<file path="config.mk">
export PLATFORM = sky130hd
export DESIGN_NAME = ila_dump
export DESIGN_NICKNAME = d
export VERILOG_FILES = /design/src/rtl/ila_dump.sv
export SDC_FILE = /design/constraint.sdc
export NUM_CORES = 1
export LEC_CHECK = 0
export BUFFER_PORTS_ARGS = -buffer_cell sky130_fd_sc_hd__buf_2
export CAP_MARGIN = 10
export CORE_UTILIZATION = 52
export CTS_CLUSTER_DIAMETER = 80
export DETAILED_ROUTE_END_ITERATION = 8
export PLACE_DENSITY = 0.84
export SYNTH_ARGS = -nofsm -noshare
export SYNTH_HDL_FRONTEND = slang
export SYNTH_SLANG_ARGS = --single-unit
</file>
<file path="constraint.sdc">
create_clock -name clk -period 5.4 [get_ports clk]
set_input_delay 1.08 -clock clk [delete_from_list [all_inputs] [get_ports clk]]
set_output_delay 1.08 -clock clk [all_outputs]
set_load 0.01 [all_outputs]
</file>
<file path="src/rtl/ila_dump.sv">
// ila_dump: reads the ila_core sample buffer one DATA_W word at a time and streams
// it out over a valid/ready port, sample-major and word-minor, with last/done framing.
module ila_dump #(
  parameter  int DATA_W   = 32,
  parameter  int BUFFER_W = 8,
  parameter  int SIGNAL_W = 8,
  localparam int WORDS    = (SIGNAL_W + DATA_W - 1) / DATA_W,
  localparam int SEL_W    = (WORDS > 1) ? $clog2(WORDS) : 1
) (
  input  logic                clk,
  input  logic                rst,
  input  logic                start,
  input  logic                abort,
  input  logic [BUFFER_W-1:0] samples,
  output logic [BUFFER_W-1:0] index,
  output logic [SEL_W-1:0]    value_select,
  input  logic [DATA_W-1:0]   value,
  output logic [DATA_W-1:0]   out_data,
  output logic                out_valid,
  input  logic                out_ready,
  output logic                out_last,
  output logic                busy,
  output logic                done
);

  typedef enum logic [1:0] {S_IDLE, S_ADDR, S_CAPTURE, S_SEND} state_t;

  localparam logic [SEL_W-1:0] LAST_WORD = SEL_W'(WORDS - 1);

  state_t              r_state;
  state_t              w_next;
  logic [BUFFER_W-1:0] r_n;
  logic [BUFFER_W-1:0] r_sample_cnt;
  logic [SEL_W-1:0]    r_word_cnt;
  logic [DATA_W-1:0]   r_out_data;
  logic                r_out_valid;
  logic                r_out_last;
  logic                r_busy;
  logic                r_done;

  logic w_start_ok;
  logic w_zero_start;
  logic w_abort;
  logic w_accept;
  logic w_final;

  // A simultaneous abort cancels a start in IDLE and an acceptance in SEND.
  assign w_start_ok   = (r_state == S_IDLE) && start && !abort;
  assign w_zero_start = w_start_ok && (samples == '0);
  assign w_abort      = (r_state != S_IDLE) && abort;
  assign w_accept     = (r_state == S_SEND) && r_out_valid && out_ready && !abort;
  assign w_final      = (r_word_cnt == LAST_WORD) && (r_sample_cnt == r_n - BUFFER_W'(1));

  // NOTE: every combinational output gets a default first, so no path leaves it unassigned and no latch is inferred.
  always_comb begin
    w_next = r_state;
    unique case (r_state)
      S_IDLE:    if (w_start_ok && !w_zero_start) w_next = S_ADDR;
      S_ADDR:    w_next = S_CAPTURE;
      S_CAPTURE: w_next = S_SEND;
      S_SEND:    if (w_accept) w_next = w_final ? S_IDLE : S_ADDR;
      default:   w_next = S_IDLE;
    endcase
    if (w_abort) w_next = S_IDLE;
  end

  // NOTE: sequential state uses non-blocking assignments so every register samples pre-edge values.
  always_ff @(posedge clk or negedge rst) begin
    if (!rst) r_state <= S_IDLE;
    else      r_state <= w_next;
  end

  always_ff @(posedge clk or negedge rst) begin
    if (!rst) begin
      r_n          <= '0;
      r_sample_cnt <= '0;
      r_word_cnt   <= '0;
      r_out_data   <= '0;
      r_out_valid  <= 1'b0;
      r_out_last   <= 1'b0;
      r_busy       <= 1'b0;
      r_done       <= 1'b0;
    end else begin
      if (w_start_ok) begin
        r_n          <= samples;
        r_sample_cnt <= '0;
        r_word_cnt   <= '0;
      end
      if (w_accept) begin
        if (r_word_cnt == LAST_WORD) begin
          r_word_cnt   <= '0;
          r_sample_cnt <= r_sample_cnt + BUFFER_W'(1);
        end else begin
          r_word_cnt <= r_word_cnt + SEL_W'(1);
        end
      end
      if (r_state == S_CAPTURE && !w_abort) begin
        r_out_data  <= value;
        r_out_valid <= 1'b1;
        r_out_last  <= w_final;
      end
      if (w_accept || w_abort) begin
        r_out_valid <= 1'b0;
        r_out_last  <= 1'b0;
      end
      // An empty dump still shows one busy cycle alongside its done pulse.
      r_busy <= (w_next != S_IDLE) || w_zero_start;
      r_done <= w_abort || (w_accept && w_final) || w_zero_start;
    end
  end

  assign index        = r_sample_cnt;
  assign value_select = r_word_cnt;
  assign out_data     = r_out_data;
  assign out_valid    = r_out_valid;
  assign out_last     = r_out_last;
  assign busy         = r_busy;
  assign done         = r_done;

endmodule

</file>
---- After elaboration in Yosys (flattened, before gate mapping) ----
Index checks and enable logic that the tools add are counted.
storage, ports and cells
  logic and storage cells ................. 56
  input port bits ......................... 45
  output and inout port bits .............. 45
  register bits after elaboration ......... 55
operators by class
  muxes and demuxes ....................... 15
  bitwise gates (word level) .............. 1
  equality and inequality tests ........... 4
  reductions and logical operators ........ 24
  add/sub/neg operators ................... 3
operators with widths
  kind                                                                    number
  8-bit 2-to-1 mux                                                        3
  1-bit logical AND                                                       11
  8-bit by 1-bit adder with 8-bit output (second input constant)          1
  8-bit equality test                                                     1
  8-bit zero test                                                         1
  1-bit 2-to-1 mux                                                        8
  2-bit case mux with 4 select lines                                      1
  2-bit nonzero test                                                      4
  8-bit by 1-bit subtractor with 8-bit output (second input constant)     1
  2-bit 2-to-1 mux                                                        3
  2-bit equality test (second input constant)                             2
  1-bit logical OR                                                        4
  1-bit zero test                                                         3
  2-bit by 1-bit equality test with 1-bit output (second input constant)  1
  2-bit zero test                                                         1
  1-bit adder (second input constant)                                     1
  1-bit inverter                                                          1

---- Logic depth before layout (Yosys ltp) ----
  word-level depth ........................ 11
  gate-level depth with buffers ........... 7
  gate-level depth less buffers ........... 7

---- Least setup slack after synthesis ----
OpenSTA, ideal clock, no wires.
  path type ............................... input to register
  from .................................... in abort
  to ...................................... reg r_out_data[10] (netlist: out_data[10])
  path buffers ............................ 2
  data arrival time ....................... 2.187 ns
  required time ........................... 5.275 ns
  library setup time ...................... 0.125 ns
  slack ................................... 3.088 ns
  stages .................................. 4
  path through ............................ clkbuf_1 nor3b_2 buf_2 mux2_2
between the ends
  cells in the longest elaborated chain, start to end .. 3
RTL lines
  what                  RTL line  RTL
  start, declared       13        input logic abort,
  1-bit logical AND     50        assign w_abort = (r_state != S_IDLE) && abort;
  1-bit zero test       97        if (r_state == S_CAPTURE && !w_abort) begin
  1-bit logical AND     97
  end signal, assigned  98        r_out_data <= value;
  end, declared         35        logic [DATA_W-1:0] r_out_data;
No other way between the ends.
A chain may end at the register's enable or synchronous reset.

---- Final worst setup path ----
  from .................................... in abort
  to ...................................... reg r_out_last (netlist: out_last)
between the ends
  cells in the longest elaborated chain, start to end .. 4
  elaborated cells between the ends (all ways) .. 8
  those cells by class .................... 1 x mux; 7 x reduce/logical
RTL lines
  what                                                           RTL line  RTL
  1-bit zero test / 1-bit logical AND (equally long branches)    51, 50
  1-bit logical AND / 1-bit zero test (equally long branches)    51, 97
  1-bit logical OR / 1-bit logical AND (equally long branches)   102, 97
  1-bit 2-to-1 mux / 2-bit nonzero test (equally long branches)  --
  end signal, assigned                                           100       r_out_last <= w_final;
  end, declared                                                  37        logic r_out_last;
Several ways; a longest one is shown, not always the timed one.

==> summary.md <==
| Metric | Value |
|---|---|
| Die height | between 60 and 70 um |
| Fill cell count | about 350 |
| Hold Path Class | reg2reg |
| GR Util met2 | around 39% |
| Status | completed |
| R2R cell count | 5 |
| Total track usage | 23.0% |
| Grt ovf | 0 |
| CTS max path bufs | 2 |
| Syn_nets | 253 |
| Num CTS Buffers | 5 |
| Routed WL | around 5.1 mm |
| CTS tree | built |
| Area leader, netlist | dfrtp_1 |
| Post-DRT Antenna Nets | 0 |
| Final Setup Violations | 0 |
| Initial antenna violation count | 0 |
| Yosys warns | 0 |
| Crit path time final | approximately 2.2 ns |
| Yosys cell types | 38 |
| Hold Buf Count CTS | 0 |
| Post-CTS sizing | 0 |
| Maxcap violations | 0 |
| F_max | approximately 450 MHz |
| Avg Cell Area, Syn | 11.6 um2 |
| Fraction of registers with async set/reset | between 90% and 100% |
| EDFF count, synth | 0 |
| Clock Skew | 0.00534 ns |
| LEAKAGE | approximately 1.5 nW |
| # IOs | 90 |
| Cell with the most instances after synthesis | dfrtp_1 |
| Core area | approximately 4400 um2 |
| DR iter-0 viols | 173 |
| Area occupied by registers | 1350 um2 |
| IO buf count | around 90 |
| First-pass GRT wire length | 8.76 mm |
| Fraction of layout cells with a size suffix above 1 | between 40% and 50% |
| Post-route DRC | 0 |
| CTS sink count | 54 |
| Sequential-to-total area share from yosys stat | around 57% |
| Routed vias | between 1.5k and 2k |
| N_diodes | 0 |
| Critical path peak fanout | 29 |
| Final setup TNS | 0 ns |
| Synth cell count leaders | dfrtp_1 (54), mux2_2 (32), nand2_1 (30) |
| Die X | 69.8 um |
| Headroom to the max-slew limit | 55.8% |
| Power Density | roughly 500 nW/um2 |
| Final #Nets | 345 |
| Clock Latency Late Sink | approximately 0.3 ns |
| Via density per instance | about 5.5 |
| Initial core utilization | a little over half |
| Die outline area | roughly 4900 um2 |
| GRT met1 Usage | between 20% and 30% |
| Htree depth | 2 |
| Yosys reg bits | 54 |
| Wire length per cell | approximately 15 um |
| Area contributors post-synth | dfrtp_1 (57%), mux2_2 (15%), nand2_1 (4.7%) |
| GPL Wtd Cong | just over 0.8 |
| CP Launch Type | primary input |
| Number of global-route vias before repair | roughly 2k |
| Max VDD drop | about 0.29 mV |
| Period Utilization, post-route | between 40% and 50% |
| Met3 Resource Use GR | under 10% |
| Final slew viol count | 0 |
| Main synth FF type | dfrtp_1 |
| Clock transition at path regs | 0.09 ns |
| Final Hold Vio Count | 0 |
| Largest net degree at the start of global routing | 55 |
| Mapped Cells | roughly 210 |
| Area share of the largest cell type after synthesis | between 50% and 60% |
| Row count | 24 |
| Setup bufs post-CTS | 0 |
| Power, Total | between 0.001 and 0.0015 W |
| Clk root buf | clkbuf_8 |
| Grt peak-use layer | met2 |
| Critical path class | in2reg |
| Mapped Area | 2390 um2 |
| RSZ-0062 raised after global routing | false |
| Worst EP arrival | ~2.4 ns |
| Worst path required time | between 5 and 6 ns |
| Hold Path Depth | 1 |
| Footprint of the multi-input gates | about 1000 um2 |
| Worst-Margin Slew | about 0.66 ns |
| DP Wirelength | between 3 and 4 mm |
| Syn-to-layout area delta | 25.7% |
| Worst setup EP type | flip-flop |
| Number of iterations in the first detailed-routing pass | 4 |
-- worst max-delay path, stage by stage --
cell and delay [ns]:
buf_2 0.15, nor3b_4 0.36, buf_4 0.41, o2111ai_1 0.19, a211oi_2 0.24
-- flip-flops by register name, indices dropped and copies added, names as in the netlist --
register,cells
out_valid,1
busy,1
r_state,2
index,8
out_data,32
done,1
out_last,1
r_n,8
-- final timing paths --
path	to	slack [ns]	startpoint
setup / recovery	out_last	3.18	abort
hold / removal	out_data[2]	0.51	out_data[2]
setup reg to reg	out_last	3.45	r_n[2]
hold reg to reg	out_data[2]	0.51	out_data[2]
max in group asynchronous	out_data[31]	4.07	rst
min in group asynchronous	index[7]	0.87	rst
-- cells in the final DEF, fill, tap and decap left out, types with 2 or more instances in the layout --
master / netlist / layout
o21ai_0: 13 / 13
inv_1: 4 / 4
nor3b_1: 2 / 2
nand2_1: 30 / 30
nor2_1: 13 / 13
ha_1: 2 / 2
buf_2: 3 / 88
nand2b_1: 2 / 2
nor3_1: 3 / 3
clkbuf_8: 0 / 5
xnor2_1: 2 / 2
and3_1: 3 / 3
nor4_1: 3 / 3
mux2_2: 32 / 32
or2_2: 3 / 3
mux2i_1: 2 / 2
nand4_1: 5 / 5
or3_1: 3 / 3
nand3_1: 3 / 3
buf_4: 1 / 3
dfrtp_1: 54 / 54
xor2_1: 5 / 5
-- layer usage --
layer / wire length (um) / vias up
li1: - / 905
met1: 2110 / 948
met2: 2630 / 68
met3: 328 / 4
met4: 61 / 0
met5: 0 / -
-- layout make-up --
cell class,count,share of cell area (%)
Timing Repair Buffer,91,15.4
Multi-Input combinational cell,142,33.3
Clock inverter,2,1.25
Tap cell,52,2.17
Sequential cell,54,45.0
Clock buffer,6,2.42
Inverter,4,0.500
-- power breakdown --
part           switching [W]  total (W)  internal (W)
logic               0.000270   0.000549      0.000278
registers           0.000112   0.000679      0.000566
clock network       0.000128   0.000266      0.000138
-- logic make-up after synthesis --
group / after synthesis / synth area share, %
compound gates: 24 / 6.76
xor+xnor: 7 / 2.57
buf+inv: 10 / 1.89
simple gates: 74 / 15.1
mux: 34 / 15.9
flops: 54 / 56.6
other cells: 1 / 0.157
fa+ha+maj: 2 / 1.05
-- metrics by stage --
stage,utilization (%),instance area [um2],setup WS (ns),hold slack (ns),cells
global route,68.5,3000,3.09,0.531,351
floorplan,-,2390,3.09,0.465,206
detailed placement,66.0,2890,2.86,0.491,343
global placement,66.0,2890,2.90,0.486,343
CTS,68.5,3000,3.20,0.512,351
finish,68.5,3000,3.18,0.507,351
No activity file was read; power rests on OpenSTA's default activity.
